[src/rtl/button_conditioner.sv]
// Turns raw panel buttons into clean clk_1khz events: synchronise, optional
// inversion, debounce, press/release pulses, long-press flag and auto-repeat steps.
module button_conditioner #(
  parameter int                 NUM_BTN          = 3,
  parameter logic [NUM_BTN-1:0] BTN_INVERT       = 3'b100,
  parameter int                 DEBOUNCE_MS      = 20,
  parameter int                 REPEAT_DELAY_MS  = 500,
  parameter int                 REPEAT_PERIOD_MS = 200
) (
  input  logic               clk_1khz,
  input  logic               switch_clr,
  input  logic [NUM_BTN-1:0] btn_raw,
  input  logic [NUM_BTN-1:0] repeat_en,
  output logic [NUM_BTN-1:0] btn_level,
  output logic [NUM_BTN-1:0] btn_press,
  output logic [NUM_BTN-1:0] btn_release,
  output logic [NUM_BTN-1:0] btn_step,
  output logic [NUM_BTN-1:0] btn_long
);

  localparam int DB_W   = $clog2(DEBOUNCE_MS + 1);
  localparam int HOLD_W = $clog2(REPEAT_DELAY_MS + 1);
  localparam int PER_W  = $clog2(REPEAT_PERIOD_MS + 1);

  localparam logic [0:0] IDLE = 1'b0;
  localparam logic [0:0] HELD = 1'b1;

  logic [NUM_BTN-1:0] sync_meta;
  logic [NUM_BTN-1:0] sync_q;
  logic [NUM_BTN-1:0] s;

  always_ff @(posedge clk_1khz or negedge switch_clr) begin
    if (!switch_clr) begin
      sync_meta <= '0;
      sync_q    <= '0;
    end else begin
      sync_meta <= btn_raw;
      sync_q    <= sync_meta;
    end
  end

  assign s = sync_q ^ BTN_INVERT;

  for (genvar i = 0; i < NUM_BTN; i++) begin : g_chan
    logic [0:0]        state;
    logic [DB_W-1:0]   db_cnt;
    logic [HOLD_W-1:0] hold_cnt;
    logic [PER_W-1:0]  per_cnt;
    logic              press_q;
    logic              release_q;
    logic              step_q;
    logic              held;
    logic              accept;

    // The FSM state doubles as the debounced level the synchronised input is compared against.
    assign held   = (state == HELD);
    assign accept = (s[i] != held) && (db_cnt == DB_W'(DEBOUNCE_MS - 1));

    always_ff @(posedge clk_1khz or negedge switch_clr) begin
      if (!switch_clr) begin
        db_cnt <= '0;
      end else if ((s[i] == held) || accept) begin
        db_cnt <= '0;
      end else begin
        db_cnt <= db_cnt + 1'b1;
      end
    end

    // Hold counter saturates at the delay; after that the period counter paces repeat steps.
    always_ff @(posedge clk_1khz or negedge switch_clr) begin
      if (!switch_clr) begin
        state     <= IDLE;
        hold_cnt  <= '0;
        per_cnt   <= '0;
        press_q   <= 1'b0;
        release_q <= 1'b0;
        step_q    <= 1'b0;
      end else begin
        press_q   <= 1'b0;
        release_q <= 1'b0;
        step_q    <= 1'b0;
        case (state)
          IDLE: begin
            if (accept) begin
              state    <= HELD;
              press_q  <= 1'b1;
              step_q   <= 1'b1;
              hold_cnt <= '0;
              per_cnt  <= '0;
            end
          end
          HELD: begin
            if (accept) begin
              state     <= IDLE;
              release_q <= 1'b1;
              hold_cnt  <= '0;
              per_cnt   <= '0;
            end else if (hold_cnt != HOLD_W'(REPEAT_DELAY_MS)) begin
              hold_cnt <= hold_cnt + 1'b1;
              if (hold_cnt == HOLD_W'(REPEAT_DELAY_MS - 1)) begin
                step_q  <= repeat_en[i];
                per_cnt <= '0;
              end
            end else if (per_cnt == PER_W'(REPEAT_PERIOD_MS - 1)) begin
              step_q  <= repeat_en[i];
              per_cnt <= '0;
            end else begin
              per_cnt <= per_cnt + 1'b1;
            end
          end
          default: state <= IDLE;
        endcase
      end
    end

    assign btn_level[i]   = held;
    assign btn_press[i]   = press_q;
    assign btn_release[i] = release_q;
    assign btn_step[i]    = step_q;
    assign btn_long[i]    = held && (hold_cnt == HOLD_W'(REPEAT_DELAY_MS));
  end

endmodule

[config.mk]
export PLATFORM = sky130hd
export DESIGN_NAME = button_conditioner
export DESIGN_NICKNAME = d
export VERILOG_FILES = /design/src/rtl/button_conditioner.sv
export SDC_FILE = /design/constraint.sdc
export NUM_CORES = 1
export LEC_CHECK = 0
export CAP_MARGIN = 20
export CORE_AREA = 10 10 110 112
export CTS_CLUSTER_DIAMETER = 50
export DETAILED_ROUTE_END_ITERATION = 10
export DIE_AREA = 0 0 120 122
export PLACE_DENSITY = 0.57
export SKIP_LAST_GASP = 1
export SYNTH_ARGS = -nofsm -noshare
export SYNTH_HDL_FRONTEND = slang
export SYNTH_SLANG_ARGS = --single-unit
[constraint.sdc]
create_clock -name clk_1khz -period 6.6 [get_ports clk_1khz]
set_clock_uncertainty 0.1 [all_clocks]
set_input_delay 1.98 -clock clk_1khz [delete_from_list [all_inputs] [get_ports clk_1khz]]
set_output_delay 1.98 -clock clk_1khz [all_outputs]
set_load 0.01 [all_outputs]
==> qor.yml, run 1 <==
dominant_combinational_cell_family_by_area_after_synthesis: "simple AND/OR/NAND/NOR gates"
final_cell_area_um2: 4868
power.ir.vdd_worst_mv: 0.1284
initialDrtViolationCount: 218
cts_post_setup_buffers_inserted: 0
combined_area_of_the_multi_input_logic_cells_um2: 2064
muxShareOfSynthArea_pct: 1.675
cp.arrival_ns: 2.21
crit_path_max_incr_delay_ns: 0.53
num-fill-cells: 965
numCtsBuffers: 9
total_leakage_power_nw: 2.142
whs_ns: 0.2516
finalSetupViolations: 0
post_synth_xor_area_fraction_pct: 3.437
cts.hold.buffers_added: 0
fraction_of_final_layout_cells_sized_beyond_drive_strength_1_pct: 6.087
crit_path_start: "g_chan[0].hold_cnt[5]$_DFFE_PN0P_"
hold_viol: 0
syn_nets: 464
synthToLayoutAreaGrowth_pct: 12.39
hold_depth: 0
number_of_enable_type_register_cells_in_the_synthesized_netlist: 0
antenna_found_initial: 0
syn_area_per_cell_um2: 9.890
grt.overflow.total: 0
largest_net_degree_at_the_start_of_global_routing: 54
area.sequential_um2: 2102
pwr_density_cell_nw_per_um2: 206.3
cts_root_buf: "sky130_fd_sc_hd__clkbuf_8"
critical-path-slowest-cell: "sky130_fd_sc_hd__clkdlybuf4s50_1"
timing.critical_path.to: "btn_long[0]"
grt_first_pass_wirelength_um: 14430
start_util_pct: 43.12
startpoint_type: "register"
detailedPlacementHpwl_um: 5826
cts_tree: "done"
fp.dieArea_um2: 14640
ant_nets: 0
yosys.area.top_type: "sky130_fd_sc_hd__dfrtp_1"
vias: 3214
final-max-slew-violation-count: 0
synth_area_um2: 4332
vias_per_cell: 5.393
cell_types_with_the_largest_area_share_after_synthesis: "sky130_fd_sc_hd__dfrtp_1, sky130_fd_sc_hd__ha_1, sky130_fd_sc_hd__nor2_1"
power.share.switching_pct: 20.13
drv_cap: 0
achievable-frequency_ghz: 0.2330
number_of_cells_on_the_worst_reg_to_reg_path: 6
vias_in_the_first_global_route: 3130
yosysMostFrequentCell: "sky130_fd_sc_hd__dfrtp_1"
first_pass_iters: 4
worstPathRequired_ns: 4.52
synth-async-reset-ratio_pct: 100.0
core_area_um2: 10050
hold_path.class: "register to register"
maxSlewHeadroom_pct: 36.02
worst_r2r_endpoint: "g_chan[1].per_cnt[3]$_DFFE_PN0P_"
grt_util_all_layers_pct: 11.89
yosys_most_used_dff: "sky130_fd_sc_hd__dfrtp_1"
post_cts_resize_count: 0
clock_tree.buffer_depth: 2
synth_seq_area_share_pct: 48.53
timing.critical_path.to_type: "primary output"
area_share_of_the_leading_cell_type_in_the_synthesized_netlist_pct: 48.53
seq_power_share_pct: 52.4
unrepaired_setup_endpoints_after_global_routing: "no"
numPortBuffers: 22
top_cells_by_instance_count_after_synthesis: "sky130_fd_sc_hd__dfrtp_1, sky130_fd_sc_hd__nor2_1, sky130_fd_sc_hd__nand2_1"
number_of_rows_in_the_core_area: 37
top_level_ports: 23
post_synth_fa_ha_maj_area_fraction_pct: 5.199
floorplan.die.width_um: 120
drcViolationCount: 0
p_switching_uw: 202.1
drt-total-wl_um: 8228
clkLatencyLatePin_ns: 0.35
place_worst_setup_slack_ns: 2.718
avgRoutedWirePerCell_um: 13.81
r2r_slack_ns: 3.88
intPower_uw: 802.1
clock_sink_count: 84
tightestPinTransition_ns: 0.9533
final_nets: 481
fin_crit_ns: 4.292
die_h_um: 122
cts.htree.levels: 3
synth-compound-area-share_pct: 14.93
power_mw: 1.004
synthCells: 438
yosysUniqueCellTypes: 54
clock_power_share_pct: 45.1
synth_simple_gate_area_share_pct: 22.41
synth-warning-count: 0
final_min_period_over_clock_period_pct: 65.04
placement.cell_area_um2: 4618
synth.ff_latch_count: 84
setup.worst_path.class: "register to primary output"
run_status: "finished clean"
antenna_cells_inserted: 0
crit_path_max_fanout: 5
globalplace.congestion: 0.7759
final_critical_path_setup_slack_ns: 2.308
comb_power_share_pct: 2.5
final.setup.tns_ns: 0
rr_startpoint: "g_chan[1].db_cnt[0]$_DFF_PN0_"
worstPathCellList: "nand4_1, nor3b_1, and3_1, clkdlybuf4s50_1"
worst_setup_hold_path_clk_slew_ns: 0.08
-- state kept, by name (all words and copies together) (netlist names), named ones only --
| register | cells |
|---|---|
| g_chan.held | 1 |
| g_chan.db_cnt | 15 |
| sync_q | 3 |
| sync_meta | 3 |
| g_chan.release_q | 3 |
| g_chan.step_q | 3 |
| g_chan.per_cnt | 24 |
| g_chan.press_q | 3 |
| g_chan.hold_cnt | 27 |
-- stage by stage --
stage          utilization (%)  instances
2_1_floorplan                -        438
3_3_place_gp             45.97        580
3_5_place_dp             45.97        580
4_1_cts                  48.46        596
5_1_grt                  48.46        596
6_report                 48.46        596
-- critical path: cells and delay by family (launching register included) --
family	cells	cell delay, ns
buf+inv	1	0.53
flops	1	0.42
simple gates	3	0.91
-- area by class of cell --
class                           count  share of cell area, %
Clock buffer                       12                  3.187
Multi-Input combinational cell    322                  42.41
Sequential cell                    84                  43.18
Tap cell                          136                  3.495
Inverter                           15                  1.157
Timing Repair Buffer               23                  4.626
Clock inverter                      4                  1.953
-- per-layer routing --
layer / up-vias / GRT usage [%] / share of wire (%)
met5: - / 0 / 0
met4: 0 / 5.581 / 2.0
met3: 15 / 3.191 / 4.1
met2: 45 / 19.02 / 46
met1: 1547 / 14.74 / 48
li1: 1607 / - / -
-- power by group through the flow --
stage	logic (mW)	registers [mW]	clock network (mW)
3_3_place_gp	0.0265	0.536	0
5_1_grt	0.0306	0.528	0.488
3_5_place_dp	0.0269	0.537	0
6_report	0.0256	0.526	0.452
4_1_cts	0.0270	0.526	0.469
2_1_floorplan	0.0100	0.535	0
-- cell usage in the layout, fill, tap and decap left out, types with 3 or more instances in the layout --
cell type                         instances
sky130_fd_sc_hd__mux2i_1                  5
sky130_fd_sc_hd__a31oi_1                  6
sky130_fd_sc_hd__xnor2_1                  6
sky130_fd_sc_hd__nand2b_1                 3
sky130_fd_sc_hd__a21o_1                   9
sky130_fd_sc_hd__and3_1                  15
sky130_fd_sc_hd__bufinv_16                3
sky130_fd_sc_hd__nand4b_1                 3
sky130_fd_sc_hd__ha_1                    18
sky130_fd_sc_hd__nor2_1                  48
sky130_fd_sc_hd__nand3_1                 30
sky130_fd_sc_hd__clkdlybuf4s50_1         21
sky130_fd_sc_hd__and4_1                   4
sky130_fd_sc_hd__a2bb2oi_1                3
sky130_fd_sc_hd__nand4_1                  5
sky130_fd_sc_hd__inv_1                   15
sky130_fd_sc_hd__nand4bb_1                3
sky130_fd_sc_hd__o31ai_1                  8
sky130_fd_sc_hd__nor3_1                   5
sky130_fd_sc_hd__and2_1                   4
sky130_fd_sc_hd__a21oi_1                 15
sky130_fd_sc_hd__a22o_1                   7
sky130_fd_sc_hd__clkbuf_8                11
sky130_fd_sc_hd__nand2_1                 37
sky130_fd_sc_hd__nor4bb_1                 4
sky130_fd_sc_hd__xor2_1                  11
sky130_fd_sc_hd__nor3b_1                  4
sky130_fd_sc_hd__o21ai_0                 33
sky130_fd_sc_hd__dfrtp_1                 84
-- worst min-delay path by stage --
stage / slack, ns / end / from
6_report: 0.25 / sync_q[1]$_DFF_PN0_ / sync_meta[1]$_DFF_PN0_
5_1_grt: 0.26 / sync_q[1]$_DFF_PN0_ / sync_meta[1]$_DFF_PN0_
3_3_place_gp: 0.24 / sync_q[0]$_DFF_PN0_ / sync_meta[0]$_DFF_PN0_
3_5_place_dp: 0.24 / sync_q[1]$_DFF_PN0_ / sync_meta[1]$_DFF_PN0_
2_1_floorplan: 0.23 / sync_q[0]$_DFF_PN0_ / sync_meta[0]$_DFF_PN0_
4_1_cts: 0.26 / sync_q[1]$_DFF_PN0_ / sync_meta[1]$_DFF_PN0_
-- kinds of logic (layout without fill, tap and decap cells) --
group / count (synthesis) / in the layout
AND/OR/NAND/NOR: 181 / 181
AO/OA/AOI/OAI: 99 / 99
flip-flops: 84 / 84
buffers and inverters: 32 / 54
adder cells (fa/ha/maj): 18 / 18
XOR/XNOR: 17 / 17
multiplexers: 7 / 7
Note: power is estimated with default switching activity, not from simulation.
==> inputs of run 2 (changes only) <==
==> constraint.sdc (replaced) <==
create_clock -name clk_1khz -period 4.5 [get_ports clk_1khz]
set_clock_uncertainty 0.1 [all_clocks]
set_input_delay 1.35 -clock clk_1khz [delete_from_list [all_inputs] [get_ports clk_1khz]]
set_output_delay 1.35 -clock clk_1khz [all_outputs]
set_load 0.01 [all_outputs]
==> qor.yml, run 2 (synthesis results as in run 1) <==
start_util_pct: 43.12  # unchanged
cts_tree: "done"  # unchanged
tightestPinTransition_ns: 0.7321  # was 0.9533 ns
area.sequential_um2: 2102  # unchanged
largest-register: "g_chan.hold_cnt"  # unchanged
post_layout_nonfiller_instances: 596  # unchanged
top_level_ports: 23  # unchanged
holdPathEnd: "sync_q[1]$_DFF_PN0_"  # unchanged
ant_nets: 0  # unchanged
antenna_cells_inserted: 0  # unchanged
pwr_density_cell_nw_per_um2: 266.3  # was 206.3 nW/um2
hold_crit_start: "sync_meta[1]$_DFF_PN0_"  # unchanged
r2r_slack_ns: 2.06  # was 3.88 ns
most-common-layout-cells: "sky130_fd_sc_hd__dfrtp_1, sky130_fd_sc_hd__nor2_1, sky130_fd_sc_hd__nand2_1"  # unchanged
grt.overflow.total: 0  # unchanged
vias: 3223  # was 3214
hold_depth: 0  # unchanged
placement.cell_area_um2: 4633  # was 4618 um2
first_pass_iters: 4  # unchanged
setup.worst_path.class: "register to primary output"  # unchanged
die_h_um: 122  # unchanged
grt_first_pass_wirelength_um: 14300  # was 14430 um
final_min_period_over_clock_period_pct: 81.12
number_of_cells_on_the_worst_reg_to_reg_path: 7  # was 6
final-max-slew-violation-count: 0  # unchanged
final_cell_area_um2: 4791  # was 4868 um2
drcViolationCount: 0  # unchanged
synthToLayoutAreaGrowth_pct: 10.60  # was 12.39%
num-fill-cells: 949  # was 965
cts.hold.buffers_added: 0  # unchanged
hold_viol: 0  # unchanged
run_status: "finished clean"  # unchanged
floorplan.die.width_um: 120  # unchanged
initialDrtViolationCount: 165  # was 218
avgRoutedWirePerCell_um: 13.65  # was 13.81 um
crit_path_max_incr_delay_ns: 0.53  # about the same
critical-path-slowest-cell: "sky130_fd_sc_hd__clkdlybuf4s50_1"  # unchanged
worstPathRequired_ns: 3.05  # was 4.52 ns
finish.utilization_pct: 47.69  # was 48.46%
core_area_um2: 10050  # unchanged
globalplace.congestion: 0.7669  # was 0.7759
worst_setup_hold_path_clk_slew_ns: 0.08  # about the same
largest_net_degree_at_the_start_of_global_routing: 32  # was 54
fp.dieArea_um2: 14640  # unchanged
whs_ns: 0.2515  # was 0.2516 ns
worst_r2r_endpoint: "g_chan[2].hold_cnt[8]$_DFFE_PN0P_"  # was g_chan[1].per_cnt[3]$_DFFE_PN0P_
power.ir.vdd_worst_mv: 0.1325  # was 0.1284 mV
detailedPlacementHpwl_um: 5875  # was 5826 um
combined_area_of_the_multi_input_logic_cells_um2: 2064  # unchanged
clkLatencyLatePin_ns: 0.36  # was 0.35 ns
unrepaired_setup_endpoints_after_global_routing: "no"  # unchanged
maxSlewHeadroom_pct: 50.97  # was 36.02%
reg_top3: "g_chan.hold_cnt: 27 flops, g_chan.per_cnt: 24 flops, g_chan.db_cnt: 15 flops"  # unchanged
startpoint_type: "register"  # unchanged
numPortBuffers: 22  # unchanged
cts.htree.levels: 3  # unchanged
clock_tree.buffer_depth: 2  # unchanged
cts_root_buf: "sky130_fd_sc_hd__clkbuf_8"  # unchanged
fraction_of_final_layout_cells_sized_beyond_drive_strength_1_pct: 5.870  # was 6.087%
drt-total-wl_um: 8135  # was 8228 um
crit_path_max_fanout: 5  # unchanged
timing.critical_path.to_type: "primary output"  # unchanged
clock_sink_count: 84  # unchanged
final.setup.tns_ns: 0  # unchanged
drv_cap: 0  # unchanged
grt_util_all_layers_pct: 11.84  # was 11.89%
dp.cells: 582  # was 580
rr_startpoint: "g_chan[2].db_cnt[0]$_DFF_PN0_"  # was g_chan[1].db_cnt[0]$_DFF_PN0_
fin_crit_ns: 3.651
cts_post_setup_buffers_inserted: 0  # unchanged
antenna_found_initial: 0  # unchanged
mostFrequentLayoutCell: "sky130_fd_sc_hd__dfrtp_1"  # unchanged
vias_in_the_first_global_route: 3026  # was 3130
final_nets: 483  # was 481
finalSetupViolations: 0  # unchanged
worstPathCellList: "nand4_1, nor3b_1, and3_1, clkdlybuf4s50_1"  # unchanged
hold_path.class: "register to register"  # unchanged
total_leakage_power_nw: 2.103  # was 2.142 nW
post_cts_resize_count: 0  # unchanged
vias_per_cell: 5.408  # was 5.393
number_of_rows_in_the_core_area: 37  # unchanged
numCtsBuffers: 9  # unchanged
number_of_flip_flops_in_the_largest_register: 27  # unchanged
cp.arrival_ns: 2.20  # was 2.21 ns
achievable-frequency_ghz: 0.2739
[run 2: critical path, delay by kind of cell (launching register included)]
family / cells / cell delay, ns
and+or+nand+nor: 3 / 0.89
DFF: 1 / 0.42
buffers and inverters: 1 / 0.53
[run 2: area by class of cell]
type | instances | area share (%)
sequential | 84 | 43.88
multi-input combinational | 322 | 43.09
timing repair buffer | 25 | 5.014
tap | 136 | 3.552
clock buffer | 12 | 3.030
inverter | 15 | 1.175
clock inverter | 2 | 0.2612
[run 2: metrics by stage]
step	power (mW)	setup WS (ns)
global route	1.337	0.6698
detailed placement	0.8270	1.249
global placement	0.8261	1.280
floorplan	0.7998	1.888
finish	1.276	0.8494
CTS	1.295	0.8192
[run 2: how the worst max path moves through the flow]
stage | depth (start not counted) | slack [ns] | start | endpoint
after global routing | 4 | 0.67 | g_chan[0].hold_cnt[4]$_DFFE_PN0P_ | btn_long[0]
after global placement | 4 | 1.28 | g_chan[0].hold_cnt[4]$_DFFE_PN0P_ | btn_long[0]
after CTS | 4 | 0.82 | g_chan[0].hold_cnt[4]$_DFFE_PN0P_ | btn_long[0]
after floorplan | 3 | 1.89 | g_chan[0].hold_cnt[4]$_DFFE_PN0P_ | btn_long[0]
final | 4 | 0.85 | g_chan[0].hold_cnt[4]$_DFFE_PN0P_ | btn_long[0]
after detailed placement | 4 | 1.25 | g_chan[0].hold_cnt[4]$_DFFE_PN0P_ | btn_long[0]
[run 2: metal layers]
metal | track usage, % | vias to the layer above | wire [um]
li1 | - | 1612 | -
met1 | 15.53 | 1551 | 3944
met2 | 17.88 | 48 | 3692
met3 | 2.313 | 12 | 295
met4 | 7.014 | 0 | 201
met5 | 0 | - | 0
[run 2: where the power goes]
group / total (mW) / internal [mW] / switching (mW)
combinational: 0.0379 / 0.0152 / 0.0227
clock: 0.466 / 0.209 / 0.257
sequential: 0.772 / 0.763 / 0.00843
==> inputs of run 3 (changes only) <==
--- a/config.mk
+++ b/config.mk
@@ -10,7 +10,7 @@
 export CTS_CLUSTER_DIAMETER = 50
 export DETAILED_ROUTE_END_ITERATION = 10
 export DIE_AREA = 0 0 120 122
-export PLACE_DENSITY = 0.57
+export PLACE_DENSITY = 0.6
 export SKIP_LAST_GASP = 1
 export SYNTH_ARGS = -nofsm -noshare
 export SYNTH_HDL_FRONTEND = slang
==> constraint.sdc (replaced) <==
create_clock -name clk_1khz -period 3.1 [get_ports clk_1khz]
set_clock_uncertainty 0.1 [all_clocks]
set_input_delay 0.93 -clock clk_1khz [delete_from_list [all_inputs] [get_ports clk_1khz]]
set_output_delay 0.93 -clock clk_1khz [all_outputs]
set_load 0.01 [all_outputs]
==> qor.yml, run 3 (synthesis results as in run 1) <==
run_status: "finished clean"  # unchanged
timing.critical_path.to_type: "primary output"  # unchanged
global_route.usage.met1_pct: 15.11  # was 15.53%
cts.htree.levels: 3  # unchanged
final-max-slew-violation-count: 0  # unchanged
worstPathCellList: "nand4_1, nor3b_2, and3_1, clkdlybuf4s50_1"  # was nand4_1, nor3b_1, and3_1, clkdlybuf4s50_1
number_of_rows_in_the_core_area: 37  # unchanged
number_of_cells_on_the_worst_reg_to_reg_path: 7  # unchanged
fin_crit_ns: 2.952
cts_tree: "done"  # unchanged
final_critical_path_setup_slack_ns: 0.1479  # was 0.8494 ns
hold_depth: 0  # unchanged
antenna_found_initial: 0  # unchanged
drcViolationCount: 0  # unchanged
place_worst_setup_slack_ns: 0.3761  # was 1.249 ns
hold_viol: 0  # unchanged
first_pass_iters: 4  # unchanged
r2r_slack_ns: 0.67  # was 2.06 ns
startpoint_type: "register"  # unchanged
cts_post_setup_buffers_inserted: 0  # unchanged
fp.dieArea_um2: 14640  # unchanged
detailedPlacementHpwl_um: 5884  # was 5875 um
numCtsBuffers: 9  # unchanged
initialDrtViolationCount: 150  # was 165
groute.layer.met3.usage_pct: 2.683  # was 2.313%
final_nets: 486  # was 483
power_mw: 2.026  # was 1.276 mW
grt_util_all_layers_pct: 11.73  # was 11.84%
mostFrequentLayoutCell: "sky130_fd_sc_hd__dfrtp_1"  # unchanged
placement.cell_area_um2: 4668  # was 4633 um2
rr_startpoint: "g_chan[2].db_cnt[0]$_DFF_PN0_"  # unchanged
clock_sink_count: 84  # unchanged
worstPathRequired_ns: 2.07  # was 3.05 ns
cts_root_buf: "sky130_fd_sc_hd__clkbuf_8"  # unchanged
clkLatencyLatePin_ns: 0.34  # was 0.36 ns
top_level_ports: 23  # unchanged
finalSetupViolations: 0  # unchanged
hold_path.class: "register to register"  # unchanged
final_min_period_over_clock_period_pct: 95.23
final.setup.tns_ns: 0  # unchanged
grt_first_pass_wirelength_um: 14520  # was 14300 um
whs_ns: 0.2509  # was 0.2515 ns
die_h_um: 122  # unchanged
number_of_flip_flops_in_the_largest_register: 27  # unchanged
final_cell_area_um2: 4897  # was 4791 um2
unrepaired_setup_endpoints_after_global_routing: "no"  # unchanged
grt.overflow.total: 0  # unchanged
antenna_cells_inserted: 0  # unchanged
vias_in_the_first_global_route: 3128  # was 3026
maxSlewHeadroom_pct: 50.10  # was 50.97%
worst_setup_hold_path_clk_slew_ns: 0.09  # was 0.08 ns
largest_net_degree_at_the_start_of_global_routing: 45  # was 32
setup.worst_path.class: "register to primary output"  # unchanged
synthToLayoutAreaGrowth_pct: 13.06  # was 10.60%
start_util_pct: 43.12  # unchanged
groute.layer.met2.usage_pct: 18.74  # was 17.88%
largest-register: "g_chan.hold_cnt"  # unchanged
crit_path_max_fanout: 5  # unchanged
tightestPinTransition_ns: 0.7381  # was 0.7321 ns
clock_tree.buffer_depth: 2  # unchanged
power.ir.vdd_worst_mv: 0.2839  # was 0.1325 mV
critical-path-slowest-cell: "sky130_fd_sc_hd__clkdlybuf4s50_1"  # unchanged
ant_nets: 0  # unchanged
vias: 3226  # was 3223
floorplan.die.width_um: 120  # unchanged
achievable-frequency_ghz: 0.3387
cp.arrival_ns: 1.92  # was 2.20 ns
total_leakage_power_nw: 2.186  # was 2.103 nW
drv_cap: 0  # unchanged
avgRoutedWirePerCell_um: 13.60  # was 13.65 um
pwr_density_cell_nw_per_um2: 413.8  # was 266.3 nW/um2
worst_r2r_endpoint: "g_chan[2].hold_cnt[8]$_DFFE_PN0P_"  # unchanged
fraction_of_final_layout_cells_sized_beyond_drive_strength_1_pct: 7.527  # was 5.870%
cts.hold.buffers_added: 0  # unchanged
hold_crit_start: "sync_meta[1]$_DFF_PN0_"  # unchanged
grt-busiest-layer: "met2"  # unchanged
holdPathEnd: "sync_q[1]$_DFF_PN0_"  # unchanged
core_area_um2: 10050  # unchanged
vias_per_cell: 5.368  # was 5.408
crit_path_max_incr_delay_ns: 0.54  # was 0.53 ns
globalplace.congestion: 0.7939  # was 0.7669
numPortBuffers: 22  # unchanged
drt-total-wl_um: 8171  # was 8135 um
most-common-layout-cells: "sky130_fd_sc_hd__dfrtp_1, sky130_fd_sc_hd__nor2_1, sky130_fd_sc_hd__nand2_1"  # unchanged
reg_top3: "g_chan.hold_cnt: 27 flops, g_chan.per_cnt: 24 flops, g_chan.db_cnt: 15 flops"  # unchanged
[run 3: changes by cell type in the layout (fill, tap and decap cells not counted), moves of 2 or more]
cell / delta
sky130_fd_sc_hd__buf_4: +2
sky130_fd_sc_hd__dlymetal6s2s_1: +2
sky130_fd_sc_hd__clkdlybuf4s50_1: -2
sky130_fd_sc_hd__bufinv_16: +2
[run 3: layer usage]
| layer | share of wire (%) | vias to the layer above | wire (um) |
|---|---|---|---|
| met3 | 3.6 | 9 | 295 |
| met4 | 1.5 | 0 | 120 |
| met2 | 46 | 32 | 3729 |
| met1 | 49 | 1564 | 4025 |
| li1 | - | 1621 | - |
| met5 | 0 | - | 0 |
[run 3: worst max path at each step]
stage | startpoint | end | slack [ns] | cells past startpoint
3_5_place_dp | g_chan[1].hold_cnt[0]$_DFFE_PN0P_ | btn_long[1] | 0.38 | 6
4_1_cts | g_chan[1].hold_cnt[0]$_DFFE_PN0P_ | btn_long[1] | 0.009 | 6
2_1_floorplan | g_chan[0].hold_cnt[4]$_DFFE_PN0P_ | btn_long[0] | 0.91 | 3
6_report | g_chan[0].hold_cnt[4]$_DFFE_PN0P_ | btn_long[0] | 0.15 | 4
3_3_place_gp | g_chan[1].hold_cnt[0]$_DFFE_PN0P_ | btn_long[1] | 0.40 | 6
5_1_grt | g_chan[0].hold_cnt[4]$_DFFE_PN0P_ | btn_long[0] | 0.04 | 4
[run 3: area by class of cell]
class                   count  area (um2)
clock buffers              10       127.6
clock inverters             6       88.84
fillers                   941        5149
inverters                  15       56.30
multi-input cells         322        2072
flip-flops and latches     84        2102
well taps                 136       170.2
repair buffers             28       280.3
[run 3: per-stage QoR]
step,cells,utilization (%)
floorplan,438,-
global placement,585,46.47
detailed placement,585,46.47
CTS,601,48.65
global route,601,48.75
finish,601,48.75
[run 3: critical path, delay by kind of cell, from the launching register on]
kind / cells / cell delay [ns]
AND/OR/NAND/NOR: 3 / 0.61
buffers and inverters: 1 / 0.54
flip-flops: 1 / 0.43
[run 3: where the power goes]
group | leakage, nW | total (mW) | internal, mW | switching [mW]
registers | 1.15 | 1.12 | 1.11 | 0.0124
logic | 0.931 | 0.0581 | 0.0245 | 0.0336
clock network | 0.102 | 0.848 | 0.454 | 0.394
total | 2.19 | 2.03 | 1.59 | 0.440
[run 3: repair_timing]
| action | 4_1_cts | 5_1_grt |
|---|---|---|
| endpoints found under the setup margin | 1 | 3 |
| gates resized for setup | 1 | 3 |
| hold endpoints to repair | 0 | 0 |
